==> src/rtl/arya_pkg.sv <==
// ============================================================================
//  Module   : arya_pkg
//  Purpose  : Shared definitions for the Arya execute-stage result buffer:
//             default datapath/register-index widths, buffer occupancy
//             state encoding and the packed buffer entry layout.
//  Revision : 1.0 - initial release
// ============================================================================
`default_nettype none

package arya_pkg;

  localparam int DEFAULT_DATAPATH_WIDTH = 64;
  localparam int DEFAULT_REG_ADDR_WIDTH = 5;

  // Buffer occupancy: main entry only in ONE, main + skid in FULL.
  typedef enum logic [1:0] {
    EMPTY = 2'd0,
    ONE   = 2'd1,
    FULL  = 2'd2
  } buf_state_e;

  // Entry layout, MSB first. The top module packs its flat entry vectors
  // in the same field order.
  typedef struct packed {
    logic [DEFAULT_DATAPATH_WIDTH-1:0] accum;
    logic                              zero;
    logic [DEFAULT_REG_ADDR_WIDTH-1:0] rd_addr;
    logic                              wr_en;
  } ex_entry_t;

endpackage

`default_nettype wire

==> src/rtl/ex_buf_entry.sv <==
// ============================================================================
//  Module   : ex_buf_entry
//  Purpose  : Single load-enabled storage entry with asynchronous reset to
//             zero. Used for both the main (head) and skid entries of
//             ex_result_buffer.
//  Ports    : clk      - clock, rising edge
//             rst_n    - asynchronous active-low reset (clears entry)
//             load_in  - capture d_in on the next rising edge
//             d_in     - entry data to capture
//             q_out    - stored entry
//  Revision : 1.0 - initial release
// ============================================================================
`default_nettype none

module ex_buf_entry
  import arya_pkg::*;
#(
  parameter int W = $bits(ex_entry_t)
) (
  input  logic         clk,
  input  logic         rst_n,
  input  logic         load_in,
  input  logic [W-1:0] d_in,
  output logic [W-1:0] q_out
);

  logic [W-1:0] data_q;
  logic [W-1:0] data_d;

  always_comb begin
    data_d = data_q;
    if (load_in) begin
      data_d = d_in;
    end
  end

  always_ff @(posedge clk or negedge rst_n) begin
    if (!rst_n) begin
      data_q <= '0;
    end else begin
      data_q <= data_d;
    end
  end

  assign q_out = data_q;

endmodule

`default_nettype wire

==> src/rtl/ex_result_buffer.sv <==
// ============================================================================
//  Module   : ex_result_buffer
//  Purpose  : Two-entry elastic buffer between the ALU (execute) and the
//             memory/writeback stage. Valid/ready on both sides, absorbs a
//             one-cycle downstream stall, one result per cycle unstalled.
//  Ports    : clk, rst_n (async active-low), flush_in (sync discard)
//             upstream   : valid_in, ready_out, accum_in, zero_in,
//                          rd_addr_in, wr_en_in
//             downstream : valid_out, ready_in, accum_out, zero_out,
//                          rd_addr_out, wr_en_out
//             forwarding : fwd_valid_out, fwd_addr_out, fwd_data_out
//  Config   : EX_BUF_FORWARD_EN - when defined, adds the fwd_* ports that
//             present the youngest buffered entry for operand forwarding.
//  Revision : 1.0 - initial release
// ============================================================================
`default_nettype none

module ex_result_buffer
  import arya_pkg::*;
#(
  parameter int DATAPATH_WIDTH = DEFAULT_DATAPATH_WIDTH,
  parameter int REG_ADDR_WIDTH = DEFAULT_REG_ADDR_WIDTH
) (
  input  logic                      clk,
  input  logic                      rst_n,
  input  logic                      flush_in,
  input  logic                      valid_in,
  output logic                      ready_out,
  input  logic [DATAPATH_WIDTH-1:0] accum_in,
  input  logic                      zero_in,
  input  logic [REG_ADDR_WIDTH-1:0] rd_addr_in,
  input  logic                      wr_en_in,
  output logic                      valid_out,
  input  logic                      ready_in,
  output logic [DATAPATH_WIDTH-1:0] accum_out,
  output logic                      zero_out,
  output logic [REG_ADDR_WIDTH-1:0] rd_addr_out,
  output logic                      wr_en_out
`ifdef EX_BUF_FORWARD_EN
  ,
  output logic                      fwd_valid_out,
  output logic [REG_ADDR_WIDTH-1:0] fwd_addr_out,
  output logic [DATAPATH_WIDTH-1:0] fwd_data_out
`endif
);

  // Flat entry: {accum, zero, rd_addr, wr_en}, same order as ex_entry_t.
  localparam int ENTRY_W = DATAPATH_WIDTH + REG_ADDR_WIDTH + 2;

  buf_state_e         state_q;
  buf_state_e         state_d;

  logic               up_xfer;
  logic               dn_xfer;
  logic               main_load;
  logic               main_from_skid;
  logic               skid_load;

  logic [ENTRY_W-1:0] cap_entry;
  logic [ENTRY_W-1:0] main_din;
  logic [ENTRY_W-1:0] main_q;
  logic [ENTRY_W-1:0] skid_q;

  // Handshake flags come only from registered state, never from ready_in.
  assign ready_out = (state_q != FULL);
  assign valid_out = (state_q != EMPTY);
  assign up_xfer   = valid_in & ready_out;
  assign dn_xfer   = valid_out & ready_in;

  // Register 0 is hard-wired, so a write to it is squashed at capture.
  assign cap_entry = {accum_in, zero_in, rd_addr_in,
                      wr_en_in & (rd_addr_in != '0)};
  assign main_din  = main_from_skid ? skid_q : cap_entry;

  always_comb begin
    state_d        = state_q;
    main_load      = 1'b0;
    main_from_skid = 1'b0;
    skid_load      = 1'b0;
    if (flush_in) begin
      // Flush wins over any transfer; entry contents become don't-care.
      state_d = EMPTY;
    end else begin
      case (state_q)
        EMPTY: begin
          if (up_xfer) begin
            main_load = 1'b1;
            state_d   = ONE;
          end
        end
        ONE: begin
          if (up_xfer && dn_xfer) begin
            main_load = 1'b1;
          end else if (up_xfer) begin
            skid_load = 1'b1;
            state_d   = FULL;
          end else if (dn_xfer) begin
            state_d   = EMPTY;
          end
        end
        FULL: begin
          if (dn_xfer) begin
            main_load      = 1'b1;
            main_from_skid = 1'b1;
            state_d        = ONE;
          end
        end
        default: begin
          state_d = EMPTY;
        end
      endcase
    end
  end

  always_ff @(posedge clk or negedge rst_n) begin
    if (!rst_n) begin
      state_q <= EMPTY;
    end else begin
      state_q <= state_d;
    end
  end

  ex_buf_entry #(
    .W (ENTRY_W)
  ) u_main_entry (
    .clk     (clk),
    .rst_n   (rst_n),
    .load_in (main_load),
    .d_in    (main_din),
    .q_out   (main_q)
  );

  ex_buf_entry #(
    .W (ENTRY_W)
  ) u_skid_entry (
    .clk     (clk),
    .rst_n   (rst_n),
    .load_in (skid_load),
    .d_in    (cap_entry),
    .q_out   (skid_q)
  );

  assign accum_out   = main_q[ENTRY_W-1 -: DATAPATH_WIDTH];
  assign zero_out    = main_q[REG_ADDR_WIDTH+1];
  assign rd_addr_out = main_q[REG_ADDR_WIDTH:1];
  assign wr_en_out   = main_q[0];

`ifdef EX_BUF_FORWARD_EN
  // Youngest valid entry: skid when FULL, otherwise main.
  logic [ENTRY_W-1:0] young_entry;

  always_comb begin
    young_entry = main_q;
    if (state_q == FULL) begin
      young_entry = skid_q;
    end
  end

  assign fwd_valid_out = (state_q != EMPTY) & young_entry[0];
  assign fwd_addr_out  = young_entry[REG_ADDR_WIDTH:1];
  assign fwd_data_out  = young_entry[ENTRY_W-1 -: DATAPATH_WIDTH];
`endif

endmodule

`default_nettype wire
==> config.mk <==
export PLATFORM = sky130hd
export DESIGN_NAME = ex_result_buffer
export DESIGN_NICKNAME = d
export VERILOG_FILES = /design/src/rtl/arya_pkg.sv /design/src/rtl/ex_buf_entry.sv /design/src/rtl/ex_result_buffer.sv
export SDC_FILE = /design/constraint.sdc
export NUM_CORES = 1
export LEC_CHECK = 0
export ABC_AREA = 1
export CORE_UTILIZATION = 52
export CTS_BUF_LIST = sky130_fd_sc_hd__clkbuf_2
export CTS_CLUSTER_SIZE = 24
export DETAILED_ROUTE_END_ITERATION = 10
export GPL_ROUTABILITY_DRIVEN = 0
export GPL_TIMING_DRIVEN = 1
export PLACE_DENSITY = 0.95
export SLEW_MARGIN = 20
export SYNTH_ARGS = -nofsm -noshare
export SYNTH_HDL_FRONTEND = slang
export SYNTH_SLANG_ARGS = --single-unit
export TNS_END_PERCENT = 1
==> constraint.sdc <==
create_clock -name clk -period 1.59 [get_ports clk]
set_clock_uncertainty 0.1 [all_clocks]
set_input_delay 0.159 -clock clk [delete_from_list [all_inputs] [get_ports clk]]
set_output_delay 0.159 -clock clk [all_outputs]
set_load 0.005 [all_outputs]
==> impl_metrics.env <==
export IMPL_numPlacedInstances=1061
export IMPL_fin_area_mm2=0.009026
export IMPL_r2r_end="u_main_entry.q_out[35]"
export IMPL_final_hold_violation_count=0
export IMPL_fin_util_pct=78.05
export IMPL_setup_slack_ns=-0.1685
export IMPL_outcome="finished with violations"
export IMPL_die_y_um=111.8
export IMPL_io_pins=149
export IMPL_final_common_cell="nand2_1"
export IMPL_place_port_buffers=148
export IMPL_die_w_um=111.8
export IMPL_clockBufferDepth=2
export IMPL_rr_startpoint="state_q[1]"
export IMPL_vias=6297
export IMPL_row_count=39
export IMPL_area_delta_synth_final_pct=43.91
export IMPL_fin_tns_setup_ns=-5.594
export IMPL_dr_pass1_iters=10
export IMPL_yosysWarnings=0
export IMPL_slew_headroom_pct=69.87
export IMPL_numCtsBuffers=17
export IMPL_start_kind="register"
export IMPL_slowest_stage="dfrtp_1"
export IMPL_die_area_mm2=0.01250
export IMPL_cts_tree="built"
export IMPL_grt_pass1_vias=6407
export IMPL_dp_hpwl_um=10210
export IMPL_placed_area_mm2=0.008045
export IMPL_track_usage_pct=30.65
export IMPL_cp_num_buf_inv=3
export IMPL_hold_path_class="primary input to register"
export IMPL_reg2reg_depth=9
export IMPL_path_cells="buf_6 > nor2_4 > inv_1 > buf_2"
export IMPL_clkLatencyLatePin_ns=0.68
export IMPL_fmax_mhz=568.7
export IMPL_drive_gt1_share_pct=20.53
export IMPL_worstMarginPinSlew_ns=0.4519
export IMPL_cts_max_level=4
export IMPL_drtIter0Drc=567
export IMPL_crit_type="register to output pin"
export IMPL_ant_nets=0
export IMPL_critPathMaxStageDelay_ns=0.44
export IMPL_grt_max_degree=41
export IMPL_finalCritPeriodShare_pct=110.6
export IMPL_final_net_count=1111
export IMPL_arrival_ns=1.50
export IMPL_drt_wl_total_um=18650
export IMPL_start_util_pct=54.24
export IMPL_min_delay_start="flush_in"
export IMPL_violations="DRC, setup timing"
export IMPL_slew_viol_final=0
export IMPL_synth_seq_cells=144
export IMPL_cellLeakagePower_nw=4.856
export IMPL_syn_num_nets=866
export IMPL_p_per_area_mw_per_mm2=1176
export IMPL_maxCapViolCount=0
export IMPL_rsz0062_at_grt="true"
export IMPL_cp_required_ns=1.33
export IMPL_wire_per_inst_um=15.67
export IMPL_ir_drop_uv=660.5
export IMPL_clkSlewWorstSetupHoldPaths_ns=0.20
export IMPL_overflow=0
export IMPL_r2r_slack_ns=-0.14
export IMPL_synth_cell_types=16
export IMPL_cp_end_kind="output pin"
export IMPL_final_cell_mix="287 x nand2_1, 143 x dfrtp_1, 76 x inv_1, 74 x clkdlybuf4s50_1"
export IMPL_whs_path_depth=4
export IMPL_yosysSeqAreaShare_pct=57.45
export IMPL_setup_viol=140
export IMPL_min_to="state_q[0]"
export IMPL_syn_avg_cell_area_um2=7.940
export IMPL_cp_top_family="flip-flops"
export IMPL_n_antenna_cell=0
export IMPL_drc=13
export IMPL_postSynthCellCount=790
export IMPL_post_route_min_period_ns=1.758
export IMPL_cp_max_fo=2
export IMPL_synth_area_mm2=0.006272
export IMPL_coreArea_mm2=0.01156
export IMPL_cts_root_buf="clkbuf_2"
export IMPL_final_cells=1190
export IMPL_grt_pass1_wl_um=29860
export IMPL_clock_sinks=144
export IMPL_viasPerCell=5.292
export IMPL_grt_antenna_before_repair=1
-- synth_stat cells --
library cell | instances | area, µm²
dfrtp_1 | 144 | 3603
nor2_2 | 1 | 6.260
nor2_1 | 77 | 289.0
clkbuf_1 | 13 | 48.80
buf_4 | 1 | 7.510
a21oi_1 | 69 | 345.3
o21ai_0 | 72 | 360.4
buf_2 | 30 | 150.1
nand3_2 | 2 | 20.02
inv_1 | 77 | 289.0
nand3_1 | 4 | 20.02
nand2_2 | 1 | 6.260
nand4_1 | 1 | 6.260
inv_2 | 1 | 3.750
o21ai_1 | 1 | 5.000
nand2_1 | 296 | 1111
-- metrics by stage --
step | worst slack [ns] | hold WS (ns) | total power, mW
2_1_floorplan | 0.1523 | -0.2366 | 6.805
3_3_place_gp | -0.09593 | 0.002399 | 8.397
3_5_place_dp | -0.1656 | 0.003059 | 8.599
4_1_cts | -0.2424 | 0.001661 | 10.60
5_1_grt | -0.3058 | 0.05133 | 11.28
6_report | -0.1685 | 0.1034 | 10.62
-- flip-flops by register name (all words and copies together) (netlist names) --
signal / flops
u_skid_entry.q_out: 71
state_q: 2
u_main_entry.q_out: 71
-- worst reg2reg max path: stages (launching register included) --
cell and delay, ns:
dfrtp_1 0.44, buf_6 0.13, buf_4 0.14, buf_4 0.14, nand3_4 0.12, buf_12 0.21, nand2_2 0.10, o21ai_1 0.11
nand2_1 0.12, nand2_1 0.07
-- per-layer routing --
metal  up-vias  part of all wire, %  GRT usage [%]
met5         -                    0              0
met4         0                  4.1          18.20
met3        72                  6.4          7.022
met2       302                   52          52.63
met1      3004                   38          35.03
li1       2919                    -              -
-- cells by family after synthesis --
group / count (synthesis) / share of synthesized area, %
compound gates: 142 / 11.33
buf+inv: 122 / 7.959
flops: 144 / 57.45
simple gates: 382 / 23.26
-- worst max-delay path by stage --
stage	to	depth (start not counted)	slack, ns	start
global placement	u_skid_entry.q_out[47]	8	-0.1	ready_in
finish	valid_out	4	-0.17	state_q[1]
detailed placement	u_main_entry.q_out[49]	7	-0.17	flush_in
CTS	valid_out	4	-0.24	state_q[1]
floorplan	u_main_entry.q_out[26]	8	0.15	state_q[0]
global route	valid_out	4	-0.31	state_q[1]
-- report_power, final --
part	switching [mW]	internal (mW)	leakage (nW)
combinational	1.79	1.51	3.06
sequential	0.533	4.87	1.67
clock	1.22	0.692	0.132
total	3.54	7.07	4.86
-- repair_timing --
action / 4_1_cts / 5_1_grt
pin swaps: 3 / 2
hold buffers: 73 / 0
endpoints found under the hold margin: 260 / 0
setup endpoints to repair: 93 / 201
gates resized for setup: 227 / 106
setup buffers: 25 / 0
-- cell type report --
class                   instances  area [µm²]
well taps                     143       178.9
flip-flops and latches        144        3605
clock buffers                  20       100.1
multi-input cells             524        2367
fillers                       731        2539
repair buffers                270        2382
clock inverters                11       97.59
inverters                      78       295.3
(Power assumes the default switching activity.)
